**src/rtl/lm07_spi_display.sv**
```systemverilog
// lm07_spi_display
// Periodically reads a temperature frame from an SPI sensor, extracts the
// signed integer-degree field and drives a multiplexed 7-segment display
// in decimal mode (sign, leading-zero blanking, overflow) or raw-hex mode.
//
// Ports:
//   clk, rst          clock, asynchronous active-high reset
//   ena               enables the sample timer (0 clears it)
//   mode_hex          0 = decimal, 1 = raw hex of the low nibbles of the frame
//   hold              1 = suppress new transaction starts
//   spi_cs_n, spi_sck sensor chip select (active-low) and clock (idle low)
//   spi_sdi           sensor data, sampled MSB-first on sck rising
//   seg               segments {g,f,e,d,c,b,a}, active-high
//   dig_sel           one-hot digit enable, bit0 = least-significant digit
//   temp_raw          last completed frame
//   valid             one-cycle pulse when temp_raw/display update
//   busy              high from transaction start until conversion done
//
// state   | meaning
// IDLE    | waiting for a sample tick
// SETUP   | cs_n low, sck low, CLK_DIV cycles before the first edge
// SHIFT   | FRAME_BITS sck periods, sdi sampled on each rising edge
// FINISH  | sck low, cs_n still low for CLK_DIV cycles
// CONVERT | double-dabble of |v| into BCD, then publish frame and digits
module lm07_spi_display #(
   parameter int CLK_DIV       = 4,
   parameter int FRAME_BITS    = 16,
   parameter int INT_MSB       = 15,
   parameter int INT_LSB       = 7,
   parameter int NUM_DIGITS    = 3,
   parameter int SAMPLE_PERIOD = 1000000,
   parameter int REFRESH_DIV   = 1000
) (
   input  logic                  clk,
   input  logic                  rst,
   input  logic                  ena,
   input  logic                  mode_hex,
   input  logic                  hold,
   output logic                  spi_cs_n,
   output logic                  spi_sck,
   input  logic                  spi_sdi,
   output logic [6:0]            seg,
   output logic [NUM_DIGITS-1:0] dig_sel,
   output logic [FRAME_BITS-1:0] temp_raw,
   output logic                  valid,
   output logic                  busy
);

   function automatic int pow10(input int n);
      int r;
      r = 1;
      for (int i = 0; i < n; i++) r = r * 10;
      return r;
   endfunction

   function automatic logic [6:0] seg7(input logic [3:0] n);
      logic [6:0] s;
      case (n)
         4'h0: s = 7'h3F;
         4'h1: s = 7'h06;
         4'h2: s = 7'h5B;
         4'h3: s = 7'h4F;
         4'h4: s = 7'h66;
         4'h5: s = 7'h6D;
         4'h6: s = 7'h7D;
         4'h7: s = 7'h07;
         4'h8: s = 7'h7F;
         4'h9: s = 7'h6F;
         4'hA: s = 7'h77;
         4'hB: s = 7'h7C;
         4'hC: s = 7'h39;
         4'hD: s = 7'h5E;
         4'hE: s = 7'h79;
         default: s = 7'h71;
      endcase
      return s;
   endfunction

   localparam int W     = INT_MSB - INT_LSB + 1;
   localparam int SMP_W = $clog2(SAMPLE_PERIOD + 1);
   localparam int DIV_W = $clog2(CLK_DIV + 1);
   localparam int BIT_W = $clog2(FRAME_BITS + 1);
   localparam int REF_W = $clog2(REFRESH_DIV + 1);
   localparam logic [31:0] LIM_POS = 32'(pow10(NUM_DIGITS) - 1);
   localparam logic [31:0] LIM_NEG = 32'(pow10(NUM_DIGITS - 1) - 1);
   localparam logic [6:0]  SEG_DASH = 7'h40;
   localparam logic [6:0]  SEG_E    = 7'h79;

   typedef enum logic [2:0] {S_IDLE, S_SETUP, S_SHIFT, S_FINISH, S_CONVERT} state_t;

   state_t                            state, state_nxt;
   logic [SMP_W-1:0]                  smp_cnt;
   logic                              smp_tick;
   logic [DIV_W-1:0]                  div_cnt, div_nxt;
   logic                              sck_half, half_nxt;
   logic [BIT_W-1:0]                  bit_cnt, bit_nxt;
   logic [FRAME_BITS-1:0]             shreg, sh_nxt;
   logic [W-1:0]                      conv_bin, bin_nxt;
   logic [W-1:0]                      conv_mag, mag_nxt;
   logic                              conv_neg, neg_nxt;
   logic [15:0]                       conv_bcd, bcd_nxt, bcd_adj;
   logic [3:0]                        conv_cnt, ccnt_nxt;
   logic [FRAME_BITS-1:0]             raw_nxt;
   logic [NUM_DIGITS-1:0][6:0]        disp_dec, disp_nxt, dec_seg;
   logic                              disp_vld, dvld_nxt;
   logic                              valid_nxt;
   logic [W-1:0]                      fld;
   logic [3:0]                        sig;
   logic                              ovf;
   logic [REF_W-1:0]                  ref_cnt;
   logic [1:0]                        dig_idx;
   logic [6:0]                        dec_cur;
   logic [3:0]                        nib;

   // Sample timer: a dropped tick is simply lost, nothing is queued.
   assign smp_tick = ena && (smp_cnt == SMP_W'(SAMPLE_PERIOD - 1));

   always_ff @(posedge clk or posedge rst) begin
      if (rst) begin
         smp_cnt <= '0;
      end else if (!ena || smp_tick) begin
         smp_cnt <= '0;
      end else begin
         smp_cnt <= smp_cnt + SMP_W'(1);
      end
   end

   always_ff @(posedge clk or posedge rst) begin
      if (rst) begin
         state    <= S_IDLE;
         div_cnt  <= '0;
         sck_half <= 1'b0;
         bit_cnt  <= '0;
         shreg    <= '0;
         conv_bin <= '0;
         conv_mag <= '0;
         conv_neg <= 1'b0;
         conv_bcd <= '0;
         conv_cnt <= '0;
         temp_raw <= '0;
         disp_dec <= '0;
         disp_vld <= 1'b0;
         valid    <= 1'b0;
         spi_cs_n <= 1'b1;
         spi_sck  <= 1'b0;
         busy     <= 1'b0;
      end else begin
         state    <= state_nxt;
         div_cnt  <= div_nxt;
         sck_half <= half_nxt;
         bit_cnt  <= bit_nxt;
         shreg    <= sh_nxt;
         conv_bin <= bin_nxt;
         conv_mag <= mag_nxt;
         conv_neg <= neg_nxt;
         conv_bcd <= bcd_nxt;
         conv_cnt <= ccnt_nxt;
         temp_raw <= raw_nxt;
         disp_dec <= disp_nxt;
         disp_vld <= dvld_nxt;
         valid    <= valid_nxt;
         // Pins are registered from next-state so they never glitch on
         // multi-bit state changes.
         spi_cs_n <= !(state_nxt inside {S_SETUP, S_SHIFT, S_FINISH});
         spi_sck  <= (state_nxt == S_SHIFT) && half_nxt;
         busy     <= (state_nxt != S_IDLE);
      end
   end

   always_comb begin
      state_nxt = state;
      div_nxt   = div_cnt;
      half_nxt  = sck_half;
      bit_nxt   = bit_cnt;
      sh_nxt    = shreg;
      bin_nxt   = conv_bin;
      mag_nxt   = conv_mag;
      neg_nxt   = conv_neg;
      bcd_nxt   = conv_bcd;
      ccnt_nxt  = conv_cnt;
      raw_nxt   = temp_raw;
      disp_nxt  = disp_dec;
      dvld_nxt  = disp_vld;
      valid_nxt = 1'b0;
      fld       = '0;
      bcd_adj   = conv_bcd;
      case (state)
         S_IDLE: begin
            if (smp_tick && !hold) begin
               state_nxt = S_SETUP;
               div_nxt   = DIV_W'(CLK_DIV - 1);
            end
         end
         S_SETUP: begin
            if (div_cnt == '0) begin
               state_nxt = S_SHIFT;
               div_nxt   = DIV_W'(CLK_DIV - 1);
               half_nxt  = 1'b0;
               bit_nxt   = BIT_W'(FRAME_BITS - 1);
            end else begin
               div_nxt = div_cnt - DIV_W'(1);
            end
         end
         S_SHIFT: begin
            if (div_cnt != '0) begin
               div_nxt = div_cnt - DIV_W'(1);
            end else begin
               div_nxt = DIV_W'(CLK_DIV - 1);
               if (!sck_half) begin
                  // This edge raises sck; capture sdi on the same edge.
                  half_nxt = 1'b1;
                  sh_nxt   = {shreg[FRAME_BITS-2:0], spi_sdi};
               end else begin
                  half_nxt = 1'b0;
                  if (bit_cnt == '0) begin
                     state_nxt = S_FINISH;
                  end else begin
                     bit_nxt = bit_cnt - BIT_W'(1);
                  end
               end
            end
         end
         S_FINISH: begin
            if (div_cnt == '0) begin
               state_nxt = S_CONVERT;
               fld       = shreg[INT_MSB:INT_LSB];
               neg_nxt   = fld[W-1];
               // |v| fits in W unsigned bits even for the most negative value.
               mag_nxt   = fld[W-1] ? -fld : fld;
               bin_nxt   = fld[W-1] ? -fld : fld;
               bcd_nxt   = '0;
               ccnt_nxt  = 4'(W);
            end else begin
               div_nxt = div_cnt - DIV_W'(1);
            end
         end
         S_CONVERT: begin
            if (conv_cnt != 4'd0) begin
               for (int d = 0; d < 4; d++) begin
                  if (bcd_adj[4*d +: 4] >= 4'd5) bcd_adj[4*d +: 4] = bcd_adj[4*d +: 4] + 4'd3;
               end
               bcd_nxt  = {bcd_adj[14:0], conv_bin[W-1]};
               bin_nxt  = conv_bin << 1;
               ccnt_nxt = conv_cnt - 4'd1;
            end else begin
               state_nxt = S_IDLE;
               raw_nxt   = shreg;
               disp_nxt  = dec_seg;
               dvld_nxt  = 1'b1;
               valid_nxt = 1'b1;
            end
         end
         default: state_nxt = S_IDLE;
      endcase
   end

   // Decimal encoding of the finished conversion. sig[k] = some digit at
   // position k or above is non-zero.
   always_comb begin
      sig[3] = (conv_bcd[15:12] != 4'd0);
      for (int d = 2; d >= 0; d--) sig[d] = sig[d+1] | (conv_bcd[4*d +: 4] != 4'd0);
      ovf = conv_neg ? (32'(conv_mag) > LIM_NEG) : (32'(conv_mag) > LIM_POS);
      dec_seg = '0;
      if (ovf) begin
         for (int k = 0; k < NUM_DIGITS; k++) dec_seg[k] = SEG_DASH;
         dec_seg[NUM_DIGITS-1] = SEG_E;
      end else begin
         dec_seg[0] = seg7(conv_bcd[3:0]);
         for (int k = 1; k < NUM_DIGITS; k++) begin
            if (sig[k])                     dec_seg[k] = seg7(conv_bcd[4*k +: 4]);
            else if (conv_neg && sig[k-1])  dec_seg[k] = SEG_DASH;
         end
      end
   end

   always_ff @(posedge clk or posedge rst) begin
      if (rst) begin
         ref_cnt <= REF_W'(REFRESH_DIV - 1);
         dig_idx <= 2'd0;
      end else if (ref_cnt == '0) begin
         ref_cnt <= REF_W'(REFRESH_DIV - 1);
         dig_idx <= (dig_idx == 2'(NUM_DIGITS - 1)) ? 2'd0 : dig_idx + 2'd1;
      end else begin
         ref_cnt <= ref_cnt - REF_W'(1);
      end
   end

   // seg is decoded from the digit index register, so seg and dig_sel
   // switch on the same edge and mode_hex applies without a new frame.
   always_comb begin
      dec_cur = '0;
      nib     = '0;
      for (int k = 0; k < NUM_DIGITS; k++) begin
         if (dig_idx == 2'(k)) begin
            dec_cur = disp_dec[k];
            nib     = temp_raw[4*k +: 4];
         end
      end
      if (!disp_vld)     seg = 7'h00;
      else if (mode_hex) seg = seg7(nib);
      else               seg = dec_cur;
      dig_sel = NUM_DIGITS'(1) << dig_idx;
   end

endmodule

```
**config.mk**
```make
export PLATFORM = sky130hd
export DESIGN_NAME = lm07_spi_display
export DESIGN_NICKNAME = d
export VERILOG_FILES = /design/src/rtl/lm07_spi_display.sv
export SDC_FILE = /design/constraint.sdc
export NUM_CORES = 1
export LEC_CHECK = 0
export CORE_ASPECT_RATIO = 0.75
export CORE_MARGIN = 3
export CORE_UTILIZATION = 40
export DETAILED_ROUTE_END_ITERATION = 7
export SYNTH_ARGS = -nofsm -noshare
export SYNTH_HDL_FRONTEND = slang
export SYNTH_SLANG_ARGS = --single-unit
```
**constraint.sdc**
```tcl
create_clock -name clk -period 10.36 [get_ports clk]
set_clock_uncertainty 0.15 [all_clocks]
set_input_delay 1.036 -clock clk [delete_from_list [all_inputs] [get_ports clk]]
set_output_delay 1.036 -clock clk [all_outputs]
set_load 0.05 [all_outputs]
```
# After elaboration in Yosys (flattened, before gate mapping)
# Memories as Yosys holds them, arrays and structs flattened.
# Cells that the tools add are included.
dict set report word_totals {
  reg_bits 141
  romBits 448
  inputBits 6
  out_inout_bits 30
  word_cells 153
  n_memories 4
}
# name depth width read_ports rd_clocked_by_memory_dff wr line
set mem_list {}
lappend mem_list {{(no name shown)} 16 7 1 0 0 58} ;# case (n)
lappend mem_list {{(no name shown)} 16 7 1 0 0 58}
lappend mem_list {{(no name shown)} 16 7 1 0 0 58}
lappend mem_list {{(no name shown)} 16 7 1 0 0 58}
dict set report op_classes {
  add_sub_neg 11
  magnitude_cmp 5
  n_eq_ne 18
  shift 1
  muxes 55
  bitwise 6
  n_reduce_logical 31
}
# cell n
set ops {}
lappend ops {{2-to-1 mux 7 bit} 9}
lappend ops {{2-to-1 mux 3 bit} 12}
lappend ops {{2-to-1 mux 16 bit} 2}
lappend ops {{2-to-1 mux 4 bit} 8}
lappend ops {{case mux 16 bit (2 select lines)} 1}
lappend ops {{2-to-1 mux 9 bit} 3}
lappend ops {{nonzero test 4 bit} 6}
lappend ops {{2-to-1 mux 21 bit} 1}
lappend ops {{adder 20 x 1 -> 20 bit, second input constant} 1}
lappend ops {{equality test 20 bit, second input constant} 1}
lappend ops {{2-to-1 mux 20 bit} 1}
lappend ops {{2-to-1 mux 5 bit} 4}
lappend ops {{case mux 9 bit (2 select lines)} 1}
lappend ops {{>= comparator 4 x 3 -> 1 bit, second input constant} 4}
lappend ops {{!= test 2 bit, second input constant} 8}
lappend ops {{case mux 3 bit (5 select lines)} 1}
lappend ops {{adder 4 x 2 -> 4 bit, second input constant} 3}
lappend ops {{equality test 3 x 2 -> 1 bit, second input constant} 4}
lappend ops {{case mux 3 bit (4 select lines)} 1}
lappend ops {{logical NOT 10 bit} 1}
lappend ops {{2-to-1 mux 10 bit} 1}
lappend ops {{case mux 5 bit (2 select lines)} 1}
lappend ops {{subtractor 10 x 1 -> 10 bit, second input constant} 1}
lappend ops {{> comparator 9 x 7 -> 1 bit, second input constant} 1}
lappend ops {{28 further kinds} 51}

# Longest topological paths before layout
dict set report logic_depth {
  depth_word 8
  ltp_mapped 10
  mapped_depth_nobuf 9
}

# Least setup slack after synthesis
# No wires, ideal clock.
dict set report synth_timing {
  path_type {flip-flop to output port}
  from {register dig_idx[1]}
  to {output seg[0]}
  t_arrival_ns 2.839
  t_required_ns 9.174
  setup_slack_ns 6.335
  stages_incl_launch_ff 11
  path_buffers 2
  cell_sequence {dfrtp_1 -> buf_4 -> nor2b_1 -> buf_4 -> a2bb2oi_2 -> inv_1 -> ha_1 -> nand2_1 -> nor2_1 -> and2_1 -> a211oi_1}
}
dict set report synth_between {
  elab_chain_cells 7
  word_cells_on_any_way 12
  cone_classes {eq/ne: 2; mux: 8; reduce/logical: 1; memory: 1}
}
# element line
set synth_lines {}
lappend synth_lines {{from (decl)} 111} ;# logic [1:0] dig_idx;
lappend synth_lines {{from (signal assigned)} 282} ;# dig_idx <= (dig_idx == 2'(NUM_DIGITS - 1)) ? 2'd0 : dig_idx + 2'd1;
lappend synth_lines {{logical NOT 2 bit} 294} ;# if (dig_idx == 2'(k)) begin
lappend synth_lines {{2-to-1 mux 4 bit (3 in series)} 294}
lappend synth_lines {{memory read (16 x 7 bit)} n/a}
lappend synth_lines {{2-to-1 mux 7 bit (*)} 300} ;# else if (mode_hex) seg = seg7(nib);
lappend synth_lines {{2-to-1 mux 7 bit (*)} 299} ;# if (!disp_vld) seg = 7'h00;
lappend synth_lines {{to (decl)} 42} ;# output logic [6:0] seg,
# Every way passes the cells marked *; elsewhere a longest branch is shown, timed or not.

# Worst setup path in the final report
dict set report layout_timing {
  from {register dig_idx[0]}
  to {output seg[3]}
}
# Same word-level chain as after synthesis.

==> results.json <==
{
  "status": "finished clean",
  "yosysTopAreaCell": "dfrtp_1",
  "dp_hpwl_um": 11590,
  "synth_compound_area_share_pct": 15.31,
  "synth-simple-area-share_pct": 17.30,
  "muxShareOfSynthArea_pct": 6.628,
  "p_leak_nw": 3.798,
  "overflow": 0,
  "clock_latency_ps": 430,
  "r2r_slack_ps": 7210,
  "synthXorXnorAreaFrac_pct": 4.524,
  "highest_layer": "met4",
  "powerDensity_mw_per_mm2": 130.4,
  "mostFrequentLayoutCell": "dfrtp_1",
  "vdd_ir_drop_max_mv": 0.09164,
  "whs_path_depth": 1,
  "clockBufferDepth": 2,
  "synth_nets": 823,
  "drt_wl_total_um": 16670,
  "route.detailed.drc": 0,
  "yosysTopAreaCellShare_pct": 43.08,
  "fp.dieW_um": 164.7,
  "synth-seq-cells": 139,
  "setup_violations": 0,
  "crit_path_max_fanout": 18,
  "areaGrowthSynthToFinish_pct": 13.64,
  "cts_max_level": 4,
  "path_common_cell": "inv_1",
  "gp_congestion": 0.8575,
  "hold_ws_ps": 316.1,
  "power_frac_seq_pct": 48.9,
  "synth.avg_cell_area_um2": 9.644,
  "dr.pass1.iters": 5,
  "diodes": 0,
  "cp-startpoint": "dig_idx[0]",
  "met2_length_um": 7247,
  "max_freq_mhz": 195.1,
  "wl_met1_um": 8552,
  "path_cells": "nor2b_1 -> o2bb2ai_1 -> inv_1 -> ha_1 -> inv_1 -> mux4_2 -> a21oi_1 -> clkdlybuf4s50_1",
  "relSlewSlack_pct": 37.55,
  "synth_top_family_by_area": "simple AND/OR/NAND/NOR gates",
  "synth_edf_count": 0,
  "crit_path_end_kind": "output pin",
  "postRouteAntennaNets": 0,
  "drv_cap": 0,
  "synthesis.area_mm2": 0.007551,
  "grt_pass1_wl_um": 28190,
  "rows": 42,
  "synth_cell_types": 69,
  "die_area_mm2": 0.02058,
  "cp_data_arrival_time_ps": 3940,
  "layout.nets": 840,
  "antenna_found_initial": 0,
  "slowest_stage": "clkdlybuf4s50_1",
  "tns_ps": 0,
  "worstRegToRegCells": 6,
  "cpPeakStageDelay_ps": 820,
  "p_sw_share_pct": 20.79,
  "p_clk_share_pct": 49.5,
  "rsz0062_at_grt": "no",
  "post_cts.repair.setup_buffers": 0,
  "path_depth": 8,
  "worstMarginPinSlew_ps": 930.5,
  "critPathRequiredTime_ps": 9170,
  "io_buffers": 35,
  "root_buffer": "clkbuf_16",
  "cts-resized-gates": 0,
  "wl_per_cell_um": 15.80,
  "utilization_pct": 47.47,
  "synth_area_leaders": "dfrtp_1, nand2_1, ha_1",
  "viasPerCell": 5.390,
  "slew_viol_final": 0,
  "p_int_mw": 0.8864,
  "finalHoldViolCount": 0,
  "numCtsBuffers": 17,
  "synthArstFlopShare_pct": 100.0,
  "worstHoldEndpoint": "ref_cnt[0]",
  "synth_ff_type": "dfrtp_1",
  "met3WireLength_um": 682,
  "core-area_mm2": 0.01808,
  "initial_utilization_pct": 41.77,
  "final_cell_mix": "dfrtp_1, nand2_1, nor2_1",
  "r2r_start": "state[1]",
  "fillers": 1663,
  "min_from": "ref_cnt[0]",
  "path_delay_family": "buffers and inverters",
  "crit_type": "register to output pin",
  "setup_ws_ps": 5234,
  "layout-drive-gt1-share_pct": 9.471,
  "reg2reg_to": "conv_bin[4]",
  "start_kind": "register",
  "synthAdderAreaFrac_pct": 5.634,
  "numClockSinks": 139,
  "track_usage_pct": 16.86,
  "num_vias": 5686,
  "clk_pin_slew_worst_paths_ps": 60,
  "syn_inst": 783,
  "grt_start_max_net_pins": 75,
  "fin_crit_sh_pct": 49.48,
  "combinationalPowerShare_pct": 1.6,
  "fp.dieH_um": 125.0,
  "seq_area_frac_synth_pct": 46.21,
  "finalCriticalPeriod_ps": 5126,
  "cts_tree": "done",
  "cts_hold_buf": 0,
  "yosys_warnings": 0,
  "drt-initial-drc-count": 514,
  "grt_pass1_vias": 5565,
  "pre_cts_ws_ps": 5645,
  "pin_count": 36,
  "worst-path-buf-inv": 3,
  "power.switching_mw": 0.2327,
  "hold_path_class": "register to register"
}
==> cell families after synthesis <==
group	after synthesis
fa+ha+maj	34
flops	139
compound gates	168
xor+xnor	39
buf+inv	78
simple gates	281
mux	44
==> Yosys cell counts, drive strengths merged (4+ instances only) <==
library cell / instances
a21o: 6
dfrtp: 130
dfstp: 9
nand3: 14
mux2: 18
nor3b: 7
a21oi: 31
or2: 5
o221a: 5
inv: 36
nand4: 7
buf: 20
a32o: 5
nor2b: 8
clkbuf: 20
a31oi: 7
ha: 34
and3: 5
xnor2: 18
and2: 4
nor4: 4
o21ai: 48
mux2i: 23
o21a: 5
xor2: 21
o211ai: 4
a22o: 9
o31ai: 4
nor3: 9
o2bb2ai: 4
nor2: 69
o22ai: 12
nand2: 126
nand2b: 9
==> final cells by class <==
class	count	area [µm²]	share of cell area [%]
Timing Repair Buffer	38	372.9	4.345
Multi-Input combinational cell	566	3730	43.47
Tap cell	242	302.8	3.529
Sequential cell	139	3490	40.67
Inverter	38	147.6	1.721
Clock inverter	3	17.52	0.2041
Clock buffer	29	520.5	6.066
==> metrics by stage <==
| stage | cell area, µm² | cells | power (mW) |
|---|---|---|---|
| final | 8581 | 1055 | 1.119 |
| after global routing | 8581 | 1055 | 1.161 |
| after CTS | 8581 | 1055 | 1.131 |
| after detailed placement | 8043 | 1023 | 0.5753 |
| after global placement | 8043 | 1023 | 0.5747 |
| after floorplan | 7551 | 783 | 0.5683 |
==> worst max-delay path by stage <==
stage / to
after floorplan: bit_cnt[0]
after detailed placement: seg[3]
after global placement: seg[3]
after global routing: seg[3]
final: seg[3]
after CTS: seg[3]
==> sequential cells by signal, indices dropped and copies added, names as in the netlist, 2 cells and up <==
register and flops:
bit_cnt 5, conv_bcd 16, conv_bin 9, conv_cnt 4, conv_mag 7, dig_idx 2
disp_dec 21, div_cnt 3, ref_cnt 10, shreg 16, smp_cnt 20, state 3
temp_raw 16
==> routing by layer <==
metal	track usage [%]	up-vias
met3	4.067	18
li1	-	2767
met4	4.684	0
met2	24.04	108
met5	0	-
met1	25.48	2793
==> power groups by stage <==
stage                     Clock (mW)  Combinational [mW]  Sequential, mW
after detailed placement           0              0.0185           0.557
after CTS                      0.565              0.0186           0.547
after global routing           0.593              0.0207           0.547
after global placement             0              0.0179           0.557
after floorplan                    0              0.0120           0.556
final                          0.554              0.0174           0.547
No activity file was read; power rests on OpenSTA's default activity.
